**config.mk**
```make
export PLATFORM = sky130hd
export DESIGN_NAME = axis_frame_packer
export DESIGN_NICKNAME = d
export VERILOG_FILES = /design/src/rtl/axis_frame_packer.sv
export SDC_FILE = /design/constraint.sdc
export NUM_CORES = 1
export LEC_CHECK = 0
export CAP_MARGIN = 20
export CORE_MARGIN = 2
export CORE_UTILIZATION = 55
export DETAILED_ROUTE_END_ITERATION = 10
export PLACE_DENSITY = 0.84
export SYNTH_ARGS = -nofsm -noshare
export SYNTH_HDL_FRONTEND = slang
export SYNTH_SLANG_ARGS = --single-unit
```
**constraint.sdc**
```tcl
create_clock -name clk -period 9.8 [get_ports clk]
set_clock_uncertainty 0.05 [all_clocks]
set_input_delay 1.96 -clock clk [delete_from_list [all_inputs] [get_ports clk]]
set_output_delay 1.96 -clock clk [all_outputs]
set_load 0.01 [all_outputs]
```
**src/rtl/axis_frame_packer.sv**
```systemverilog
// axis_frame_packer: buffers recovered RGB pixels in a small first-word-fall-through
// FIFO and emits them as an AXI4-Stream video frame. TUSER marks the first beat of a
// frame and TLAST marks the last one. Framing follows output transfers, so dropped
// pixels shorten the frame content but never shift the frame boundaries.
module axis_frame_packer #(
    parameter int IMG_WIDTH  = 512,
    parameter int IMG_HEIGHT = 512,
    parameter int FIFO_DEPTH = 16
) (
    input  logic                          clk,
    input  logic                          rst,
    input  logic [23:0]                   in_pixel,
    input  logic                          in_valid,
    output logic [31:0]                   M_AXIS_TDATA,
    output logic                          M_AXIS_TVALID,
    input  logic                          M_AXIS_TREADY,
    output logic                          M_AXIS_TLAST,
    output logic                          M_AXIS_TUSER,
    input  logic                          clear_ovf,
    output logic                          overflow,
    output logic                          frame_done,
    output logic [$clog2(FIFO_DEPTH):0]   fifo_level
);

    localparam int AW = $clog2(FIFO_DEPTH);
    localparam int LW = AW + 1;
    localparam int CW = (IMG_WIDTH  > 1) ? $clog2(IMG_WIDTH)  : 1;
    localparam int RW = (IMG_HEIGHT > 1) ? $clog2(IMG_HEIGHT) : 1;
    localparam logic [CW-1:0] COL_LAST   = CW'(IMG_WIDTH - 1);
    localparam logic [RW-1:0] ROW_LAST   = RW'(IMG_HEIGHT - 1);
    localparam logic [LW-1:0] LEVEL_FULL = LW'(FIFO_DEPTH);

    typedef enum logic {
        IDLE,
        ACTIVE
    } state_t;

    state_t        state, state_nxt;
    logic          done_nxt;
    logic [23:0]   mem [FIFO_DEPTH];
    logic [AW-1:0] wr_ptr, rd_ptr;
    logic [CW-1:0] col;
    logic [RW-1:0] row;
    logic          full, rd_en, wr_en, drop;
    logic          at_first, at_last;

    // FIFO handshake decode and the zero-latency output view of the FIFO head
    always_comb begin
        full          = (fifo_level == LEVEL_FULL);
        M_AXIS_TVALID = (fifo_level != '0);
        rd_en         = M_AXIS_TVALID & M_AXIS_TREADY;
        // a full FIFO still takes a pixel when the head leaves in the same cycle
        wr_en         = in_valid & (~full | rd_en);
        drop          = in_valid & full & ~rd_en;
        at_first      = (col == '0) && (row == '0);
        at_last       = (col == COL_LAST) && (row == ROW_LAST);
        M_AXIS_TDATA  = M_AXIS_TVALID ? {8'h00, mem[rd_ptr]} : '0;
        M_AXIS_TUSER  = M_AXIS_TVALID & at_first;
        M_AXIS_TLAST  = M_AXIS_TVALID & at_last;
    end

    // pixel storage; contents need no reset because the level gates visibility
    always_ff @(posedge clk) begin
        if (wr_en) begin
            mem[wr_ptr] <= in_pixel;
        end
    end

    // FIFO pointers and occupancy
    always_ff @(posedge clk or posedge rst) begin
        if (rst) begin
            wr_ptr     <= '0;
            rd_ptr     <= '0;
            fifo_level <= '0;
        end else begin
            if (wr_en) wr_ptr <= wr_ptr + 1'b1;
            if (rd_en) rd_ptr <= rd_ptr + 1'b1;
            case ({wr_en, rd_en})
                2'b10:   fifo_level <= fifo_level + 1'b1;
                2'b01:   fifo_level <= fifo_level - 1'b1;
                default: fifo_level <= fifo_level;
            endcase
        end
    end

    // sticky drop flag; a drop in the same cycle as a clear keeps it set
    always_ff @(posedge clk or posedge rst) begin
        if (rst) begin
            overflow <= 1'b0;
        end else if (drop) begin
            overflow <= 1'b1;
        end else if (clear_ovf) begin
            overflow <= 1'b0;
        end
    end

    // column/row position of the beat at the FIFO head, advanced per transfer
    always_ff @(posedge clk or posedge rst) begin
        if (rst) begin
            col <= '0;
            row <= '0;
        end else if (rd_en) begin
            if (col == COL_LAST) begin
                col <= '0;
                row <= (row == ROW_LAST) ? '0 : row + 1'b1;
            end else begin
                col <= col + 1'b1;
            end
        end
    end

    // frame state register and registered end-of-frame pulse
    always_ff @(posedge clk or posedge rst) begin
        if (rst) begin
            state      <= IDLE;
            frame_done <= 1'b0;
        end else begin
            state      <= state_nxt;
            frame_done <= done_nxt;
        end
    end

    // frame FSM: a beat that is both first and last keeps the FSM in IDLE
    always_comb begin
        state_nxt = state;
        done_nxt  = 1'b0;
        case (state)
            IDLE: begin
                if (rd_en) begin
                    if (at_last) done_nxt  = 1'b1;
                    else         state_nxt = ACTIVE;
                end
            end
            ACTIVE: begin
                if (rd_en && at_last) begin
                    state_nxt = IDLE;
                    done_nxt  = 1'b1;
                end
            end
            default: state_nxt = IDLE;
        endcase
    end

endmodule

```
==> results.ini, run 1 <==
[route]
drtAntennaViolNets=0
drc_errors=0
first_pass_iters=5
dr_wl_met3_um=2939
top_layer=met4
initialDrtViolationCount=868
wl_um=34710
wl_per_cell_um=25.58
wl_met1_um=13320
via_per_inst=6.211
num_vias=8429
wl_met2_um=17260

[run]
drv_cap=0

[floorplanning]
die_x_um=178.4
row_count=63
io_pins=71
core_um2=29800
dieArea_um2=31810
initial_core_util_pct=56.11
die_y_um=178.4

[synth]
synth_most_common_cell=edfxtp_1
synth_area_um2=16720
synth_area_leaders=edfxtp_1 69%, mux4_2 13%, dfrtp_1 4.9%
synth_flop_cell=edfxtp_1
syn_avg_cell_area_um2=19.65
yosysTopAreaCellShare_pct=68.97
synth_edf_count=384
async_flop_share_pct=7.914
yosys_warnings=0
ys_types=55
syn_inst=851
netlist_top_cells_count=384 x edfxtp_1, 96 x mux4_2, 35 x o21ai_0
synth-seq-cells=417
ys_seq_area_share_pct=73.91
synth.largest_area_cell=edfxtp_1

[worst_setup_path]
reg2reg_depth=5
reg2reg_to=mem[15][15]$_DFFE_PP_
end_kind=output pin
start_kind=register
cp.required_ns=7.79
r2r-start=fifo_level[0]$_DFFE_PP0P_
crit_fanout=39
critPathKind=reg -> out
cp.arrival_ns=3.95
reg2reg_slack_ns=6.79

[clock_tree]
numClockSinks=417
holdBufCountCts=0
cts_buffer_depth=3
cts.repair.resized=0
clk_pin_slew_ns=0.06
cts-buffers-inserted=42
clk_latency_ns=0.54
cts_root_buf=clkbuf_16
cts_tree=yes
cts_setup_buffers=0
htreeDepth=2

[grt]
grt_pass1_vias=8824
grt_pass1_wl_um=53110
grt_use_total_pct=22.83
antenna_found_initial=2
grt_max_degree=55
grt-ovfl-total=0

[timing]
post-route-period-util_pct=60.79
max_freq_mhz=167.9
slew_headroom_pct=33.37
max_slew.worst_pin.slew_ns=0.9984
rsz0062_at_grt=false
hold_viol=0
finalSetupViolCount=0
slew_viol_final=0
finalSetupTns_ns=0
finalCriticalPeriod_ns=5.958

[placement]
placed_cell_area_um2=17820
gp_congestion=0.7730
hpwl_um=19200
io_buffers=62

[worst_hold_path]
worstHoldEndpoint=col[8]$_DFFE_PP0N_
worstHoldStart=col[8]$_DFFE_PP0N_
hp-class=reg -> reg
hold_depth=2

[power_and_ir_drop]
p_leak_nw=6.336
vdd_ir_drop_max_mv=0.2413
p_per_area_nw_per_um2=294.2

[run_status]
status=complete, no violations

[cells_and_area]
post-route-util_pct=64.80
drive_gt1_share_pct=24.77
final_area_um2=19310
area_growth_pct=15.48
fin_nets=973

[through the flow]
step                hold WS [ns]  std cells  power [mW]  setup WS [ns]
global route              0.5000       1356       5.902          3.649
finish                    0.4599       1357       5.680          3.842
detailed placement        0.4525       1278       4.023          4.456
global placement          0.4547       1276       3.967          4.451
CTS                       0.4684       1355       5.717          3.816
floorplan                 0.4255        858       3.413          5.081
[layout make-up]
class	count	area (um2)
Sequential cell	417	12370
Fill cell	1906	10490
Multi-Input combinational cell	372	4095
Clock buffer	52	1140
Timing Repair Buffer	85	817.0
Tap cell	390	488.0
Clock inverter	25	341.6
Inverter	14	52.55
Antenna cell	2	5.005
[state kept, by name, summed over array words and instances, names as in the netlist]
name        cells
row             9
wr_ptr          4
frame_done      1
mem           384
rd_ptr          4
overflow        1
fifo_level      5
col             9
[logic make-up after synthesis]
group / count (synthesis) / share of synthesized area [%]
AOI/OAI and AO/OA: 90 / 3.248
xor gates and xnor gates: 9 / 0.4715
adders and majority gates: 12 / 0.8980
buffers and inverters: 69 / 2.058
DFF: 417 / 73.91
muxes: 147 / 16.18
other: 1 / 0.02243
and+or+nand+nor: 106 / 3.218
[placed cells by master, fill, tap and decap left out, types with 11 or more instances in the layout]
master / instances
clkdlybuf4s50_1: 62
ha_1: 12
nor2_2: 12
inv_1: 14
buf_4: 21
mux2_2: 25
mux4_2: 96
o21ai_0: 35
edfxtp_1: 384
nand2_1: 27
a21oi_1: 29
dfrtp_1: 29
nand3_1: 11
clkbuf_16: 43
mux2i_1: 25
[worst max-delay path: stages, from the launching register on]
cell             delay (ns)
dfrtp_4                0.94
buf_4                  0.71
mux4_2                 0.60
mux2_2                 0.29
o21ai_0                0.20
a21oi_1                0.09
clkdlybuf4s50_1        0.52
[how the worst max path moves through the flow]
stage | startpoint | to | depth (start not counted) | slack (ns)
2_1_floorplan | M_AXIS_TREADY | mem[0][0]$_DFFE_PP_ | 5 | 5.08
3_3_place_gp | rd_ptr[2]$_DFFE_PP0N_ | M_AXIS_TDATA[23] | 6 | 4.45
3_5_place_dp | rd_ptr[2]$_DFFE_PP0N_ | M_AXIS_TDATA[14] | 6 | 4.46
4_1_cts | rd_ptr[2]$_DFFE_PP0N_ | M_AXIS_TDATA[8] | 6 | 3.82
5_1_grt | rd_ptr[2]$_DFFE_PP0N_ | M_AXIS_TDATA[23] | 6 | 3.65
6_report | rd_ptr[2]$_DFFE_PP0N_ | M_AXIS_TDATA[8] | 6 | 3.84
[routing by layer]
metal,GRT usage [%],vias up
li1,-,3623
met1,30.61,4285
met2,37.15,445
met3,4.369,76
met4,9.654,0
met5,0,-
[where the power goes]
group	internal, mW	switching (mW)	total, mW	leakage [nW]
clock network	0.997	0.679	1.68	0.708
logic	0.845	0.792	1.64	1.74
registers	2.15	0.216	2.37	3.89
total	3.99	1.69	5.68	6.34
(Power assumes the default switching activity.)
==> run 2: changes to the inputs <==
==> constraint.sdc (replaced) <==
create_clock -name clk -period 5.7 [get_ports clk]
set_clock_uncertainty 0.05 [all_clocks]
set_input_delay 1.14 -clock clk [delete_from_list [all_inputs] [get_ports clk]]
set_output_delay 1.14 -clock clk [all_outputs]
set_load 0.01 [all_outputs]
==> run 2 against run 1 <==
Net effect: die area stayed put; register-to-register slack worse by 4.1 ns; utilization is 0.31 points lower; routed wire length up 1.5%; design area fell by 0.49%; via count increased by 1.6%; first-iteration DRC count is 24% higher; non-clock buffer count grew 3; global-route usage rose by 0.30 points; sequential share of layout area is 0.31 points higher; clock power is 61% higher; setup slack lost 3.0 ns; largest cell class unchanged; largest power group unchanged; highest routed layer unchanged.
==> results.ini, run 2 (synthesis results as in run 1) <==
[power_and_ir_drop]
p_leak_nw=6.309  ; -0.43%
p_comb_share_pct=28.8  ; about the same
p_int_mw=6.725  ; +68%
clockPowerShare_pct=28.1  ; -1.4 points
p_per_area_nw_per_um2=501.7  ; +71%
power_frac_seq_pct=43.1  ; +1.4 points
vdd_ir_drop_max_mv=0.4200  ; +74%
switching_share_pct=30.24  ; +0.54 points
power_switching_mw=2.915  ; +73%

[timing]
finalSetupViolCount=0  ; unchanged
finalCriticalPeriod_ns=4.811
rsz0062_at_grt=false
max_freq_mhz=207.9
hold_viol=0  ; unchanged
max_slew.worst_pin.slew_ns=1.043  ; +0.04427 ns
slew_viol_final=0  ; unchanged
post-route-period-util_pct=84.40
finalSetupTns_ns=0  ; unchanged
slew_headroom_pct=30.49  ; -2.9 points

[floorplanning]
core_um2=29800  ; unchanged
row_count=63  ; unchanged
die_y_um=178.4  ; unchanged
io_pins=71  ; unchanged
dieArea_um2=31810  ; unchanged
initial_core_util_pct=56.11  ; unchanged
die_x_um=178.4  ; unchanged

[clock_tree]
cts_setup_buffers=0  ; unchanged
holdBufCountCts=0  ; unchanged
cts-buffers-inserted=41  ; -2.4%
clk_latency_ns=0.54  ; about the same
numClockSinks=417  ; unchanged
cts.repair.resized=0  ; unchanged
cts_root_buf=clkbuf_16
cts_buffer_depth=3  ; unchanged
htreeDepth=2  ; unchanged
cts_tree=yes
clk_pin_slew_ns=0.06  ; about the same

[worst_setup_path]
r2r-start=fifo_level[0]$_DFFE_PP0P_
critPathCapture=M_AXIS_TDATA[21]
cp-startpoint=rd_ptr[2]$_DFFE_PP0N_
start_kind=register
end_kind=output pin
reg2reg_slack_ns=2.69  ; -4.10 ns
reg2reg_to=mem[13][2]$_DFFE_PP_
critPathKind=reg -> out
cp.arrival_ns=3.62  ; -0.33 ns
cp.required_ns=4.51  ; -3.28 ns
crit_fanout=42  ; +7.7%
reg2reg_depth=5  ; unchanged

[placement]
hpwl_um=19470  ; +1.4%
placed_cell_area_um2=17860  ; +0.20%
gp_congestion=0.8014  ; +3.7%
io_buffers=62  ; unchanged

[route]
initialDrtViolationCount=1077  ; +24%
wl_um=35240  ; +1.5%
wl_per_cell_um=25.97  ; +1.5%
num_vias=8565  ; +1.6%
via_per_inst=6.312  ; +1.6%
first_pass_iters=5  ; unchanged
drc_errors=0  ; unchanged
drtAntennaViolNets=0  ; unchanged

[cells_and_area]
seq_area_um2=12370  ; unchanged
largest_registers=mem x384, col x9, row x9
fin_nets=975  ; +0.21%
drive_gt1_share_pct=24.22  ; -0.54 points
area_growth_pct=14.92
n_fill_cell=1891  ; -0.79%
multi_input_comb_area_um2=4095  ; unchanged
layout_common_cells=384 x edfxtp_1, 96 x mux4_2, 62 x clkdlybuf4s50_1
final_common_cell=edfxtp_1
final_area_um2=19210  ; -0.49%
largest_reg_flops=384  ; unchanged
regMostFlops=mem

[run_status]
status=complete, no violations

[grt]
grt_max_degree=53  ; -3.6%
grt-ovfl-total=0  ; unchanged
grt_pass1_wl_um=53520  ; +0.77%
grt_pass1_vias=8868  ; +0.50%
grt_use_total_pct=23.13  ; +0.30 points
antenna_found_initial=1  ; -1

[worst_hold_path]
hp-class=reg -> reg
worstHoldStart=overflow$_DFFE_PP0P_

[run]
drv_cap=0  ; unchanged

[run 2: cell count changes in the layout (fill, tap and decap cells not counted), sizes merged]
| cell | before | now |
|---|---|---|
| buf | 23 | 26 |
| bufinv | 6 | 4 |
| clkbuf | 52 | 50 |
| clkinv | 13 | 16 |
| clkinvlp | 5 | 1 |
| diode | 2 | 1 |
| inv | 15 | 18 |
[run 2: power groups by stage]
stage / clock network (mW) / logic [mW] / registers (mW)
6_report: 2.71 / 2.78 / 4.15
5_1_grt: 2.86 / 2.97 / 4.21
4_1_cts: 2.75 / 2.80 / 4.16
3_5_place_dp: 0 / 2.74 / 4.21
3_3_place_gp: 0 / 2.67 / 4.19
2_1_floorplan: 0 / 2.02 / 3.85
[run 2: worst min path at each step]
stage,to,cells after the start,slack [ns]
after detailed placement,overflow$_DFFE_PP0P_,2,0.47
after floorplan,col[8]$_DFFE_PP0N_,2,0.43
after global routing,row[8]$_DFFE_PP0P_,1,0.50
final,overflow$_DFFE_PP0P_,2,0.47
after CTS,col[6]$_DFFE_PP0N_,1,0.48
after global placement,col[6]$_DFFE_PP0N_,1,0.46
[run 2: metal layers]
layer  global-route usage (%)  vias to the layer above  share of wire, %
met5                        0                        -                 0
met4                    9.688                        0               3.6
met3                    4.369                       91               7.9
met2                    38.27                      446                50
met1                    30.47                     4402                38
li1                         -                     3626                 -
[run 2: through the flow]
stage                     instances  total power, mW  util (%)  setup WS, ns  hold WS, ns
after global placement         1281            6.857     59.94         1.541       0.4633
after CTS                      1356            9.702     64.48        0.8522       0.4787
final                          1357            9.640     64.49        0.8894       0.4747
after floorplan                 858            5.868         -         1.801       0.4255
after global routing           1357            10.03     64.49        0.7243       0.4958
after detailed placement       1281            6.953     59.94         1.458       0.4669
[run 2: area by class of cell]
class,instances,area share (%)
Timing Repair Buffer,88,4.441
Clock buffer,50,5.678
Multi-Input combinational cell,372,21.31
Clock inverter,25,1.367
Sequential cell,417,64.37
Tap cell,390,2.540
Antenna cell,1,0.01302
Inverter,14,0.2735
[run 2: worst max-delay path, cell delays in order, from the launching register on]
cell and delay [ns]:
dfrtp_4 0.98, buf_12 0.36, mux4_2 0.58, mux2_2 0.30, o21ai_0 0.14, a21oi_1 0.11
clkdlybuf4s50_1 0.56
==> run 3: changes to the inputs <==
==> constraint.sdc (replaced) <==
create_clock -name clk -period 4.9 [get_ports clk]
set_clock_uncertainty 0.05 [all_clocks]
set_input_delay 0.98 -clock clk [delete_from_list [all_inputs] [get_ports clk]]
set_output_delay 0.98 -clock clk [all_outputs]
set_load 0.01 [all_outputs]
==> run 3 against run 2 <==
Net effect: sequential share of layout area down 0.25 points; global-route usage up 0.19 points; sequential power up 16%; clock power up 14%; highest routed layer unchanged; routed wire length up 1.7%; largest cell class unchanged; non-clock buffer count up 9; register-to-register slack worse by 0.59 ns; power up 16%.
==> results.ini, run 3 (synthesis results as in run 1) <==
[route]
wl_per_cell_um=26.25  ; +1.1%
drc_errors=0  ; unchanged
num_vias=8645  ; +0.93%
initialDrtViolationCount=916  ; -15%
first_pass_iters=5  ; unchanged
via_per_inst=6.333  ; +0.34%
drtAntennaViolNets=0  ; unchanged
wl_um=35830  ; +1.7%

[worst_setup_path]
end_kind=output pin
cpPeakStageDelay_ns=0.94  ; -0.04 ns
start_kind=register
critPathBufInv=2  ; unchanged
critPathKind=reg -> out
cp.required_ns=3.87  ; -0.64 ns
cp.arrival_ns=3.51  ; -0.11 ns
worstPathCellList=buf_4, mux4_2, mux2_2, o21ai_0, a21oi_1, clkdlybuf4s50_1
critPathTopFamily=flip-flops
crit_fanout=39  ; -7.1%
crit_path_top_delay_cell=dfrtp_4

[grt]
grt_pass1_wl_um=53790  ; +0.50%
grt-ovfl-total=0  ; unchanged
antenna_found_initial=1  ; unchanged
grt_max_degree=40  ; -25%
grt_use_total_pct=23.32  ; +0.19 points
grt_pass1_vias=8888  ; +0.23%

[placement]
io_buffers=62  ; unchanged
gp_congestion=0.8114  ; +1.2%
hpwl_um=19400  ; -0.37%

[clock_tree]
holdBufCountCts=0  ; unchanged
htreeDepth=2  ; unchanged
cts_buffer_depth=3  ; unchanged
cts-buffers-inserted=41  ; unchanged
clk_pin_slew_ns=0.06  ; about the same
cts_root_buf=clkbuf_16
cts.repair.resized=0  ; unchanged
cts_setup_buffers=0  ; unchanged
numClockSinks=417  ; unchanged
cts_tree=yes
clk_latency_ns=0.54  ; about the same

[cells_and_area]
regMostFlops=mem
layout_common_cells=384 x edfxtp_1, 96 x mux4_2, 62 x clkdlybuf4s50_1
area_growth_pct=15.36
n_fill_cell=1896  ; +0.26%
drive_gt1_share_pct=24.85  ; +0.62 points
largest_reg_flops=384  ; unchanged
post-route-util_pct=64.74  ; +0.25 points
largest_registers=mem x384, col x9, row x9
multi_input_comb_area_um2=4095  ; unchanged
final_common_cell=edfxtp_1
fin_nets=984  ; +0.92%
seq_area_um2=12370  ; unchanged

[run_status]
status=complete, no violations

[timing]
finalCriticalPeriod_ns=4.535
finalSetupViolCount=0  ; unchanged
hold_viol=0  ; unchanged
slew_viol_final=0  ; unchanged
finalSetupTns_ns=0  ; unchanged
rsz0062_at_grt=false
post-route-period-util_pct=92.56
max_slew.worst_pin.slew_ns=0.9480  ; -0.09466 ns
max_freq_mhz=220.5
slew_headroom_pct=36.80  ; +6.3 points

[floorplanning]
core_um2=29800  ; unchanged
initial_core_util_pct=56.11  ; unchanged
die_y_um=178.4  ; unchanged
dieArea_um2=31810  ; unchanged
die_x_um=178.4  ; unchanged
row_count=63  ; unchanged
io_pins=71  ; unchanged

[power_and_ir_drop]
p_leak_nw=6.345  ; +0.58%
vdd_ir_drop_max_mv=0.3864  ; -8.0%
p_per_area_nw_per_um2=580.6  ; +16%

[run]
drv_cap=0  ; unchanged

[worst_hold_path]
hp-class=reg -> reg

==> run 3: final timing paths <==
check | startpoint | endpoint | slack (ns) | depth (start not counted)
hold / removal | overflow$_DFFE_PP0P_ | overflow$_DFFE_PP0P_ | 0.47 | 2
min in group asynchronous | rst | fifo_level[0]$_DFFE_PP0P_ | 0.79 | 3
setup reg to reg | fifo_level[0]$_DFFE_PP0P_ | mem[9][20]$_DFFE_PP_ | 2.10 | 5
max in group asynchronous | rst | rd_ptr[1]$_DFFE_PP0N_ | 3.66 | 3
setup / recovery | rd_ptr[2]$_DFFE_PP0N_ | M_AXIS_TDATA[18] | 0.36 | 6
hold reg to reg | overflow$_DFFE_PP0P_ | overflow$_DFFE_PP0P_ | 0.47 | 2
==> run 3: per-layer routing <==
metal	part of all wire, %	global-route usage [%]
met4	2.8	8.333
met5	0	0
met1	38	31.63
met3	9.2	4.817
met2	50	38.00
==> run 3: final cells by class <==
type | instances | area share [%]
flip-flops and latches | 417 | 64.13
multi-input cells | 372 | 21.23
clock buffers | 50 | 5.708
repair buffers | 97 | 4.969
well taps | 390 | 2.530
clock inverters | 24 | 1.148
inverters | 14 | 0.2724
diodes | 1 | 0.01297
==> run 3: where the power goes <==
group | leakage [nW] | switching, mW | internal [mW] | total, mW
Combinational | 1.81 | 1.58 | 1.75 | 3.32
Sequential | 3.89 | 0.497 | 4.30 | 4.80
Clock | 0.646 | 1.31 | 1.77 | 3.08
==> run 3: through the flow <==
step | power (mW) | setup WS, ns | hold WS, ns | area, um2 | cells
after detailed placement | 8.116 | 0.8710 | 0.4630 | 17960 | 1290
after global placement | 8.011 | 0.9823 | 0.4572 | 17960 | 1290
after CTS | 11.26 | 0.2904 | 0.4746 | 19290 | 1364
after floorplan | 6.826 | 1.161 | 0.4255 | 16750 | 858
after global routing | 11.65 | 0.1454 | 0.4950 | 19290 | 1364
final | 11.20 | 0.3645 | 0.4685 | 19290 | 1365
==> run 3: worst reg2reg max path: stages (launching register included) <==
cell and delay (ns):
dfrtp_1 0.51, or4_4 0.28, o31a_1 0.37, nand2_1 0.26, nor2_2 0.67, buf_4 0.35
